--- src/rtl/exu_types_pkg.sv ---
// Shared EXU divider types: operation encoding, request payload and result-cache entry.
package exu_types_pkg;

  typedef enum logic [2:0] {
    DIV_NONE = 3'd0,
    DIV_DIV  = 3'd1,
    DIV_DIVU = 3'd2,
    DIV_REM  = 3'd3,
    DIV_REMU = 3'd4
  } riscv_div_op_e;

  typedef struct packed {
    riscv_div_op_e op;
    logic [31:0]   data_a;
    logic [31:0]   data_b;
  } div_req_t;

  typedef struct packed {
    logic          valid;
    riscv_div_op_e op;
    logic [31:0]   a;
    logic [31:0]   b;
    logic [31:0]   result;
  } div_cache_entry_t;

endpackage

--- src/rtl/div_issue_cache_if.sv ---
// Generic valid/ready stage handshake carrying a typed payload.
interface stage_if #(
  parameter type payload_t = logic [31:0]
) ();

  logic     valid;
  logic     ready;
  payload_t payload;

  modport master (
    output valid,
    output payload,
    input  ready
  );

  modport slave (
    input  valid,
    input  payload,
    output ready
  );

endinterface

--- src/rtl/div_issue_cache_lookup.sv ---
// Fully-associative match over the result cache; fills never duplicate a key, so
// at most one entry can match and the OR-reduce of results is safe.
module div_cache_lookup
  import exu_types_pkg::*;
#(
  parameter int unsigned ENTRIES = 2
) (
  input  div_cache_entry_t [ENTRIES-1:0] entries_i,
  input  riscv_div_op_e                  op_i,
  input  logic [31:0]                    a_i,
  input  logic [31:0]                    b_i,
  output logic                           hit_o,
  output logic [31:0]                    hit_data_o
);

  always_comb begin
    hit_o      = 1'b0;
    hit_data_o = '0;
    for (int unsigned i = 0; i < ENTRIES; i++) begin
      if (entries_i[i].valid && (entries_i[i].op == op_i) &&
          (entries_i[i].a == a_i) && (entries_i[i].b == b_i)) begin
        hit_o      = 1'b1;
        hit_data_o = hit_data_o | entries_i[i].result;
      end
    end
  end

endmodule

--- src/rtl/div_issue_cache.sv ---
// Divider front-end with a small result cache for repeated DIV/REM operand pairs.
// Define DIV_ISSUE_SPECIAL_EN to resolve divide-by-zero and signed overflow locally.
module div_issue_cache
  import exu_types_pkg::*;
#(
  parameter int unsigned ENTRIES = 2
) (
  input  logic    clk,
  input  logic    rst_n,
  stage_if.slave  req_in,
  stage_if.master res_out,
  stage_if.master div_req,
  stage_if.slave  div_rsp
);

  localparam int unsigned VpW = (ENTRIES > 1) ? $clog2(ENTRIES) : 1;

  typedef enum logic [1:0] {S_IDLE, S_ISSUE, S_WAIT, S_RESP} state_e;

  state_e                         state_q, state_d;
  div_req_t                       req_q;
  div_req_t                       in_req;
  logic [31:0]                    result_q;
  logic [31:0]                    rsp_data;
  logic [31:0]                    idle_result;
  div_cache_entry_t [ENTRIES-1:0] entries_q;
  logic [VpW-1:0]                 vp_q;
  logic                           hit;
  logic [31:0]                    hit_data;
  logic                           special;
  logic [31:0]                    special_data;
  logic                           resolve_now;
  logic                           idle_fire;
  logic                           rsp_fire;

  assign in_req    = req_in.payload;
  assign rsp_data  = div_rsp.payload;
  assign idle_fire = (state_q == S_IDLE) && req_in.valid;
  assign rsp_fire  = (state_q == S_WAIT) && div_rsp.valid;

  div_cache_lookup #(
    .ENTRIES(ENTRIES)
  ) u_lookup (
    .entries_i (entries_q),
    .op_i      (in_req.op),
    .a_i       (in_req.data_a),
    .b_i       (in_req.data_b),
    .hit_o     (hit),
    .hit_data_o(hit_data)
  );

`ifdef DIV_ISSUE_SPECIAL_EN
  always_comb begin
    special      = 1'b0;
    special_data = '0;
    if (in_req.data_b == '0) begin
      special      = 1'b1;
      special_data = ((in_req.op == DIV_DIV) || (in_req.op == DIV_DIVU)) ? 32'hFFFF_FFFF
                                                                         : in_req.data_a;
    end else if (((in_req.op == DIV_DIV) || (in_req.op == DIV_REM)) &&
                 (in_req.data_a == 32'h8000_0000) && (in_req.data_b == 32'hFFFF_FFFF)) begin
      special      = 1'b1;
      special_data = (in_req.op == DIV_DIV) ? 32'h8000_0000 : 32'h0;
    end
  end
`else
  assign special      = 1'b0;
  assign special_data = '0;
`endif

  // Classification priority: no-op, local special case, cache hit, else divider.
  always_comb begin
    resolve_now = 1'b1;
    idle_result = '0;
    if (in_req.op == DIV_NONE) begin
      idle_result = '0;
    end else if (special) begin
      idle_result = special_data;
    end else if (hit) begin
      idle_result = hit_data;
    end else begin
      resolve_now = 1'b0;
    end
  end

  always_ff @(posedge clk or negedge rst_n) begin
    if (!rst_n) begin
      state_q <= S_IDLE;
    end else begin
      state_q <= state_d;
    end
  end

  always_comb begin
    state_d = state_q;
    unique case (state_q)
      S_IDLE:  if (req_in.valid)   state_d = resolve_now ? S_RESP : S_ISSUE;
      S_ISSUE: if (div_req.ready)  state_d = S_WAIT;
      S_WAIT:  if (div_rsp.valid)  state_d = S_RESP;
      S_RESP:  if (res_out.ready)  state_d = S_IDLE;
      default: state_d = S_IDLE;
    endcase
  end

  always_comb begin
    req_in.ready  = 1'b0;
    div_req.valid = 1'b0;
    div_rsp.ready = 1'b0;
    res_out.valid = 1'b0;
    unique case (state_q)
      S_IDLE:  req_in.ready  = 1'b1;
      S_ISSUE: div_req.valid = 1'b1;
      S_WAIT:  div_rsp.ready = 1'b1;
      S_RESP:  res_out.valid = 1'b1;
      default: ;
    endcase
  end

  assign div_req.payload = req_q;
  assign res_out.payload = result_q;

  always_ff @(posedge clk or negedge rst_n) begin
    if (!rst_n) begin
      req_q     <= '0;
      result_q  <= '0;
      entries_q <= '0;
      vp_q      <= '0;
    end else begin
      if (idle_fire) begin
        req_q    <= in_req;
        result_q <= idle_result;
      end
      // Only divider results allocate; round-robin victim keeps keys unique.
      if (rsp_fire) begin
        result_q <= rsp_data;
        for (int unsigned i = 0; i < ENTRIES; i++) begin
          if (vp_q == VpW'(i)) begin
            entries_q[i] <= '{valid: 1'b1, op: req_q.op, a: req_q.data_a, b: req_q.data_b,
                              result: rsp_data};
          end
        end
        vp_q <= (vp_q == VpW'(ENTRIES - 1)) ? '0 : vp_q + VpW'(1);
      end
    end
  end

endmodule

--- src/flat_wrapper.sv ---
// flat-port wrapper written by rule: the top's interface ports become plain ports
module div_issue_cache_flat import exu_types_pkg::*;
#(
  parameter int unsigned ENTRIES = 2
)
  (clk, rst_n, req_in_valid, req_in_payload, req_in_ready, res_out_valid, res_out_payload, res_out_ready, div_req_valid, div_req_payload, div_req_ready, div_rsp_valid, div_rsp_payload, div_rsp_ready);
  stage_if #(.payload_t(div_req_t)) req_in_i ();
  stage_if #(.payload_t(logic [31:0])) res_out_i ();
  stage_if #(.payload_t(div_req_t)) div_req_i ();
  stage_if #(.payload_t(logic [31:0])) div_rsp_i ();
  input  logic clk;
  input  logic rst_n;
  input wire logic [$bits(req_in_i.valid)-1:0] req_in_valid;
  input wire logic [$bits(req_in_i.payload)-1:0] req_in_payload;
  output wire logic [$bits(req_in_i.ready)-1:0] req_in_ready;
  output wire logic [$bits(res_out_i.valid)-1:0] res_out_valid;
  output wire logic [$bits(res_out_i.payload)-1:0] res_out_payload;
  input wire logic [$bits(res_out_i.ready)-1:0] res_out_ready;
  output wire logic [$bits(div_req_i.valid)-1:0] div_req_valid;
  output wire logic [$bits(div_req_i.payload)-1:0] div_req_payload;
  input wire logic [$bits(div_req_i.ready)-1:0] div_req_ready;
  input wire logic [$bits(div_rsp_i.valid)-1:0] div_rsp_valid;
  input wire logic [$bits(div_rsp_i.payload)-1:0] div_rsp_payload;
  output wire logic [$bits(div_rsp_i.ready)-1:0] div_rsp_ready;
  assign req_in_i.valid = req_in_valid;
  assign req_in_i.payload = req_in_payload;
  assign req_in_ready = req_in_i.ready;
  assign res_out_valid = res_out_i.valid;
  assign res_out_payload = res_out_i.payload;
  assign res_out_i.ready = res_out_ready;
  assign div_req_valid = div_req_i.valid;
  assign div_req_payload = div_req_i.payload;
  assign div_req_i.ready = div_req_ready;
  assign div_rsp_i.valid = div_rsp_valid;
  assign div_rsp_i.payload = div_rsp_payload;
  assign div_rsp_ready = div_rsp_i.ready;
  div_issue_cache #(.ENTRIES(ENTRIES)) u_core (.clk(clk), .rst_n(rst_n), .req_in(req_in_i), .res_out(res_out_i), .div_req(div_req_i), .div_rsp(div_rsp_i));
endmodule
--- config.mk ---
export PLATFORM = sky130hd
export DESIGN_NAME = div_issue_cache_flat
export DESIGN_NICKNAME = d
export VERILOG_FILES = /design/src/rtl/exu_types_pkg.sv /design/src/rtl/div_issue_cache_if.sv /design/src/rtl/div_issue_cache_lookup.sv /design/src/rtl/div_issue_cache.sv /design/src/flat_wrapper.sv
export SDC_FILE = /design/constraint.sdc
export NUM_CORES = 1
export LEC_CHECK = 0
export CAP_MARGIN = 10
export CORE_MARGIN = 3
export CORE_UTILIZATION = 55
export CTS_CLUSTER_DIAMETER = 100
export DETAILED_ROUTE_END_ITERATION = 7
export HOLD_SLACK_MARGIN = 0.05
export PLACE_DENSITY_LB_ADDON = 0.08
export SYNTH_ARGS = -nofsm -noshare
export SYNTH_HDL_FRONTEND = slang
export SYNTH_SLANG_ARGS = --single-unit
--- constraint.sdc ---
create_clock -name clk -period 2.85 [get_ports clk]
set_clock_uncertainty 0.05 [all_clocks]
set_input_delay 0.285 -clock clk [delete_from_list [all_inputs] [get_ports clk]]
set_output_delay 0.285 -clock clk [all_outputs]
set_load 0.01 [all_outputs]
==> results of run 1 <==
## final timing paths
kind,start,end,slack [ps],cells past startpoint
min in group clk,div_rsp_payload[8],u_core.entries_q[8]$_DFFE_PN0P_,370,2
worst max-delay path,u_core.entries_q[163]$_DFFE_PN0P_,u_core.res_out.payload[23]$_DFFE_PN0P_,410,7
worst max register to register,u_core.entries_q[163]$_DFFE_PN0P_,u_core.res_out.payload[23]$_DFFE_PN0P_,410,7
worst min-delay path,rst_n,u_core.res_out.payload[4]$_DFFE_PN0P_,270,2
max in group asynchronous,rst_n,u_core.div_req.payload[16]$_DFFE_PN0P_,1700,3
worst min register to register,u_core.res_out.payload[28]$_DFFE_PN0P_,u_core.res_out.payload[28]$_DFFE_PN0P_,460,2
## power by group
group          total, mW  switching (mW)  internal (mW)  leakage (nW)
Sequential          8.08            1.62           6.47          3.65
Clock               4.09            1.64           2.45         0.518
Combinational       7.84            3.47           4.36          3.36
Total               20.0            6.73           13.3          7.53
## what timing repair did
action	4_1_cts	5_1_grt
gates resized for setup	0	0
hold buffers	1	0
endpoints found under the hold margin	73	0
buffers inserted	0	0
## per-layer routing
layer	routed length (µm)	vias up	GRT usage [%]
met5	0	-	0
met4	1600	0	9.60
met3	1960	86	3.69
met2	18500	334	47.0
met1	15500	5052	35.8
li1	-	4473	-
## stage by stage
step           hold slack, ps  total power [mW]  cells
2_1_floorplan           -60.6              12.2   1087
3_3_place_gp              283              15.7   1609
3_5_place_dp              273              15.9   1609
4_1_cts                   288              20.1   1666
5_1_grt                   308              21.1   1666
6_report                  267              20.0   1666
## cell type report
type / count / share of cell area, %
tap: 324 / 2.28
clock buffer: 46 / 5.29
sequential: 302 / 42.4
multi-input combinational: 714 / 34.4
inverter: 17 / 0.358
clock inverter: 10 / 0.590
timing repair buffer: 253 / 14.6
## synth_stat cells, types with 2 or more instances
cell type,count,area share [%]
and4b_1,2,0.14
dfrtp_1,302,54
a2111oi_0,10,0.63
nor3b_1,2,0.11
nor4_1,41,1.8
a22oi_1,32,1.7
nand2b_1,11,0.49
nand4_1,94,4.2
buf_2,5,0.18
nand3_1,33,1.2
a21oi_1,4,0.14
and2b_1,2,0.11
nor3_1,8,0.29
nor2b_1,58,2.6
or4_1,4,0.21
inv_1,17,0.46
o22ai_1,2,0.090
nand2_1,14,0.38
buf_6,8,0.64
nor2_1,5,0.13
nor4_2,3,0.27
nand4b_1,2,0.13
ha_1,4,0.36
o21ai_0,9,0.32
nor4bb_1,2,0.14
mux2_2,259,21
and2_1,2,0.090
xor2_1,63,3.9
xnor2_1,38,2.4
clkbuf_1,39,1.0
## critical path, delay by kind of cell, from the launching register on
family                 cells  cell delay, ps
XOR/XNOR                   1             400
buffers and inverters      1             240
flip-flops                 1             390
AND/OR/NAND/NOR            5            1260
## flip-flops by register name (all words and copies together) (netlist names)
register,count
u_core.vp_q,1
u_core.res_out.payload,32
u_core.state_q,2
u_core.entries_q,200
u_core.div_req.payload,67
## cell families (layout without fill, tap and decap cells)
family          Yosys count  in the layout  synth area share, %
compound gates           61             61                 3.12
xor+xnor                101            101                 6.33
fa+ha+maj                 4              4                0.358
buf+inv                  71            326                 2.45
flops                   302            302                 54.1
mux                     259            259                 20.9
simple gates            289            289                 12.8
==> results.py, run 1 <==
metrics = {
    "status": {
        "status": "completed",
    },
    "yosys": {
        "synth_area_mm2": 0.0140,
        "ys_ff_latch": 302,
        "ys_seq_area_share_pct": 54.1,
        "avgSynthCellArea_um2": 12.9,
        "ys_async_sr_fraction_pct": 100,
        "syn_inst": 1087,
        "synth_edf_count": 0,
        "yosysWarningCount": 0,
        "yosys_most_used_dff": "dfrtp_1",
        "yosysUniqueCellTypes": 42,
        "synth_nets": 1196,
    },
    "floorplan": {
        "start_util_pct": 56.6,
        "die_area_mm2": 0.0274,
        "die_height_um": 165,
        "num_rows": 57,
        "core_mm2": 0.0247,
        "die_x_um": 165,
        "num_io_pins": 208,
    },
    "route": {
        "post-route-drc-count": 0,
        "wl_per_cell_um": 22.6,
        "wl_um": 37600,
        "ant_nets": 0,
        "drtIter0Drc": 729,
        "vias": 9945,
        "viasPerCell": 5.97,
        "first_pass_iters": 5,
    },
    "sta": {
        "worst_slack_ps": 411,
        "hold_viol_final": 0,
        "final-setup-viol-count": 0,
        "maxSlewViolCount": 0,
        "tightest_slew_ps": 624,
        "min_period_ps": 2440,
        "rsz0062_at_grt": "false",
        "setup-tns-final_ps": 0,
        "slew_headroom_pct": 58.4,
        "timing.fmax_ghz": 0.410,
        "fin_crit_sh_pct": 85.6,
    },
    "global_routing": {
        "grt_pass1_vias": 10000,
        "overflow": 0,
        "grt_pass1_wl_um": 57700,
        "grt_max_degree": 80,
        "track_usage_pct": 27.4,
        "antenna_found_initial": 0,
    },
    "cells_and_area": {
        "fin_nets": 1428,
        "layout_commonest_cell": "dfrtp_1",
        "syn_to_final_growth_pct": 27.4,
        "drive_gt1_share_pct": 27.3,
        "nFillCells": 1783,
        "final-seq-area_mm2": 0.00756,
        "final_cell_mix": "302 x dfrtp_1, 259 x mux2_2, 206 x clkdlybuf4s50_1",
        "postLayoutCellArea_mm2": 0.0178,
        "multi_input_area_mm2": 0.00613,
        "antenna_cells": 0,
        "fin_util_pct": 72.2,
    },
    "placed_design": {
        "pre_cts_slack_ps": 31.1,
        "gp_routability_congestion": 0.989,
        "io_buffers": 207,
        "dpl-instance-area_mm2": 0.0168,
        "hpwl_um": 27100,
    },
    "cts": {
        "clk_pin_slew_ps": 60,
        "h-tree-depth": 1,
        "insertion_delay_ps": 550,
        "clock_path_buffers": 3,
        "cts_tree": "built",
        "cts_sinks": 302,
        "cts_buffers": 31,
        "clock-root-buffer": "clkbuf_16",
    },
    "worst_setup_path": {
        "startpoint_type": "flop",
        "critPathMostFrequentCell": "nand4_1",
        "crit_fanout": 32,
        "crit_chain": "xnor2_1 > nand4_1 > or4_4 > nor4_4 > buf_12 > nand4_1 > nand3_1",
        "cp_data_required_time_ps": 3280,
        "worst_path_max_delay_cell": "or4_4",
        "cp-end-kind": "flop",
        "cp.arrival_ps": 2870,
        "cpPeakStageDelay_ps": 570,
        "crit_type": "flop to flop",
    },
    "pwr": {
        "powerDensity_mw_per_mm2": 1120,
        "power.ir.vdd_worst_mv": 0.686,
        "p_leak_nw": 7.53,
    },
    "flow_run": {
        "maxCapViolations": 0,
    },
    "min_path": {
        "hold_class": "primary input to asynchronous set/reset pin",
    },
}
(Power assumes the default switching activity.)
==> run 2, diff against run 1 <==
--- a/config.mk
+++ b/config.mk
@@ -11,6 +11,7 @@
 export CTS_CLUSTER_DIAMETER = 100
 export DETAILED_ROUTE_END_ITERATION = 7
 export HOLD_SLACK_MARGIN = 0.05
+export MAX_ROUTING_LAYER = met4
 export PLACE_DENSITY_LB_ADDON = 0.08
 export SYNTH_ARGS = -nofsm -noshare
 export SYNTH_HDL_FRONTEND = slang
==> run 2 against run 1 <==
  * Worst setup slack worse by 16 ps
  * Routed wire length is 3.0% higher
  * Global-route usage is 2.1 points higher
  * Die area stayed put
  * First-iteration DRC count is 28% higher
  * Sequential share of layout area is 0.39 points lower
  * Fmax is 0.67% lower
  * Non-clock buffer count is 5 higher
  * Utilization is 0.67 points higher
  * Via count is 1.1% higher
  * Critical path depth is 1 higher
  * Largest cell class unchanged
  * Highest routed layer unchanged
==> results.py, run 2 (synthesis gave the netlist of run 1 again) <==
metrics = {
    "sta": {
        "setup-tns-final_ps": 0,
        "hold_viol_final": 0,
        "tightest_slew_ps": 650,
        "slew_headroom_pct": 56.7,
        "rsz0062_at_grt": "false",
        "fin_crit_sh_pct": 86.2,
        "final-setup-viol-count": 0,
        "timing.fmax_ghz": 0.407,
        "min_period_ps": 2460,
        "maxSlewViolCount": 0,
    },
    "worst_setup_path": {
        "worst_path_max_delay_cell": "buf_4",
        "crit_fanout": 33,
        "crit_type": "flop to flop",
        "crit_chain": "inv_1 > ha_1 > and2_1 > buf_4 > a21oi_2 > buf_4 > a22oi_1 > nand3_1",
        "cp.arrival_ps": 2770,
        "r2r_cells": 8,
        "cp-end-kind": "flop",
        "startpoint_type": "flop",
        "cpPeakStageDelay_ps": 460,
        "cp_data_required_time_ps": 3170,
        "critPathMostFrequentCell": "buf_4",
    },
    "placed_design": {
        "hpwl_um": 27600,
        "dpl.cell_count": 1614,
        "io_buffers": 207,
        "gp_routability_congestion": 0.977,
    },
    "min_path": {
        "hold_class": "primary input to asynchronous set/reset pin",
    },
    "cells_and_area": {
        "instances_no_fill": 1675,
        "multi_input_area_mm2": 0.00613,
        "largest-register": "u_core.entries_q",
        "syn_to_final_growth_pct": 28.6,
        "largest_reg_flops": 200,
        "drive_gt1_share_pct": 27.8,
        "nFillCells": 1767,
        "antenna_cells": 0,
        "final-seq-area_mm2": 0.00756,
        "fin_nets": 1436,
        "layout_commonest_cell": "dfrtp_1",
        "final_cell_mix": "302 x dfrtp_1, 259 x mux2_2, 206 x clkdlybuf4s50_1",
    },
    "floorplan": {
        "num_rows": 57,
        "die_height_um": 165,
        "die_x_um": 165,
        "start_util_pct": 56.6,
        "num_io_pins": 208,
        "die_area_mm2": 0.0274,
        "core_mm2": 0.0247,
    },
    "global_routing": {
        "antenna_found_initial": 0,
        "overflow": 0,
        "grt_max_degree": 87,
        "grt_pass1_wl_um": 59700,
        "track_usage_pct": 29.4,
        "grt_pass1_vias": 10300,
    },
    "route": {
        "ant_nets": 0,
        "vias": 10100,
        "wl_um": 38700,
        "viasPerCell": 6.01,
        "post-route-drc-count": 0,
        "first_pass_iters": 7,
        "wl_per_cell_um": 23.1,
        "drtIter0Drc": 931,
    },
    "cts": {
        "cts_tree": "built",
        "clock_path_buffers": 3,
        "cts_sinks": 302,
        "insertion_delay_ps": 510,
        "cts_resized": 0,
        "h-tree-depth": 2,
        "clk_pin_slew_ps": 60,
        "clock-root-buffer": "clkbuf_16",
        "cts_buffers": 34,
    },
    "pwr": {
        "p_leak_nw": 7.62,
        "power.ir.vdd_worst_mv": 0.764,
        "powerDensity_mw_per_mm2": 1140,
    },
    "flow_run": {
        "maxCapViolations": 0,
    },
    "status": {
        "status": "completed",
    },
}
-- run 2: cell type report --
class | count | share of cell area [%]
timing repair buffer | 258 | 14.7
sequential | 302 | 42.0
inverter | 17 | 0.355
multi-input combinational | 714 | 34.1
clock inverter | 11 | 0.745
clock buffer | 49 | 5.79
tap | 324 | 2.26
-- run 2: worst paths after layout --
check / endpoint / slack (ps) / startpoint
min in group clk: u_core.entries_q[126]$_DFFE_PN0P_ / 420 / div_rsp_payload[26]
max in group asynchronous: u_core.entries_q[153]$_DFFE_PN0P_ / 1740 / rst_n
setup reg to reg: u_core.res_out.payload[16]$_DFFE_PN0P_ / 390 / u_core.state_q[0]$_DFFE_PN0P_
hold reg to reg: u_core.entries_q[99]$_DFFE_PN0P_ / 440 / u_core.entries_q[99]$_DFFE_PN0P_
hold / removal: u_core.entries_q[104]$_DFFE_PN0P_ / 200 / rst_n
setup / recovery: u_core.res_out.payload[16]$_DFFE_PN0P_ / 390 / u_core.state_q[0]$_DFFE_PN0P_
-- run 2: worst max-delay path: cells and delay by family (launching register included) --
family	cells	cell delay [ps]
flip-flops	1	400
adder cells (fa/ha/maj)	1	240
buffers and inverters	3	830
AND/OR/NAND/NOR	2	510
AO/OA/AOI/OAI	2	260
-- run 2: where the power goes --
| group | internal (mW) | switching, mW |
|---|---|---|
| clock | 2.81 | 1.72 |
| combinational | 4.39 | 3.54 |
| sequential | 6.47 | 1.61 |
| total | 13.7 | 6.87 |
-- run 2: through the flow --
| stage | hold slack, ps | instance area [µm²] | worst slack (ps) | power [mW] | util, % |
|---|---|---|---|---|---|
| after floorplan | -60.6 | 14000 | 619 | 12.2 | - |
| after global placement | 153 | 16800 | 116 | 15.8 | 68.0 |
| after detailed placement | 150 | 16800 | 54.7 | 16.0 | 68.0 |
| after CTS | 217 | 18000 | 365 | 20.6 | 72.8 |
| after global routing | 226 | 18000 | 192 | 21.6 | 72.8 |
| final | 205 | 18000 | 395 | 20.5 | 72.8 |
-- run 2: metal layers --
layer  vias up  global-route usage (%)  part of all wire [%]
li1       4502                       -                     -
met1      5127                    38.9                    41
met2       369                    48.4                    50
met3        61                    3.84                   6.4
met4         0                    8.20                   2.6
met5         -                       -                     0
-- run 2: repair_timing --
item                                   in CTS  in global routing
setup endpoints to repair                   0                  0
hold buffers                                1                  0
buffers inserted                            0                  0
endpoints found under the hold margin     126                  0
==> run 3, diff against run 2 <==
--- a/config.mk
+++ b/config.mk
@@ -16,3 +16,4 @@
 export SYNTH_ARGS = -nofsm -noshare
 export SYNTH_HDL_FRONTEND = slang
 export SYNTH_SLANG_ARGS = --single-unit
+export TNS_END_PERCENT = 20
==> results of run 3 <==
Final layout, timing and power as in run 2 (identical DEF).
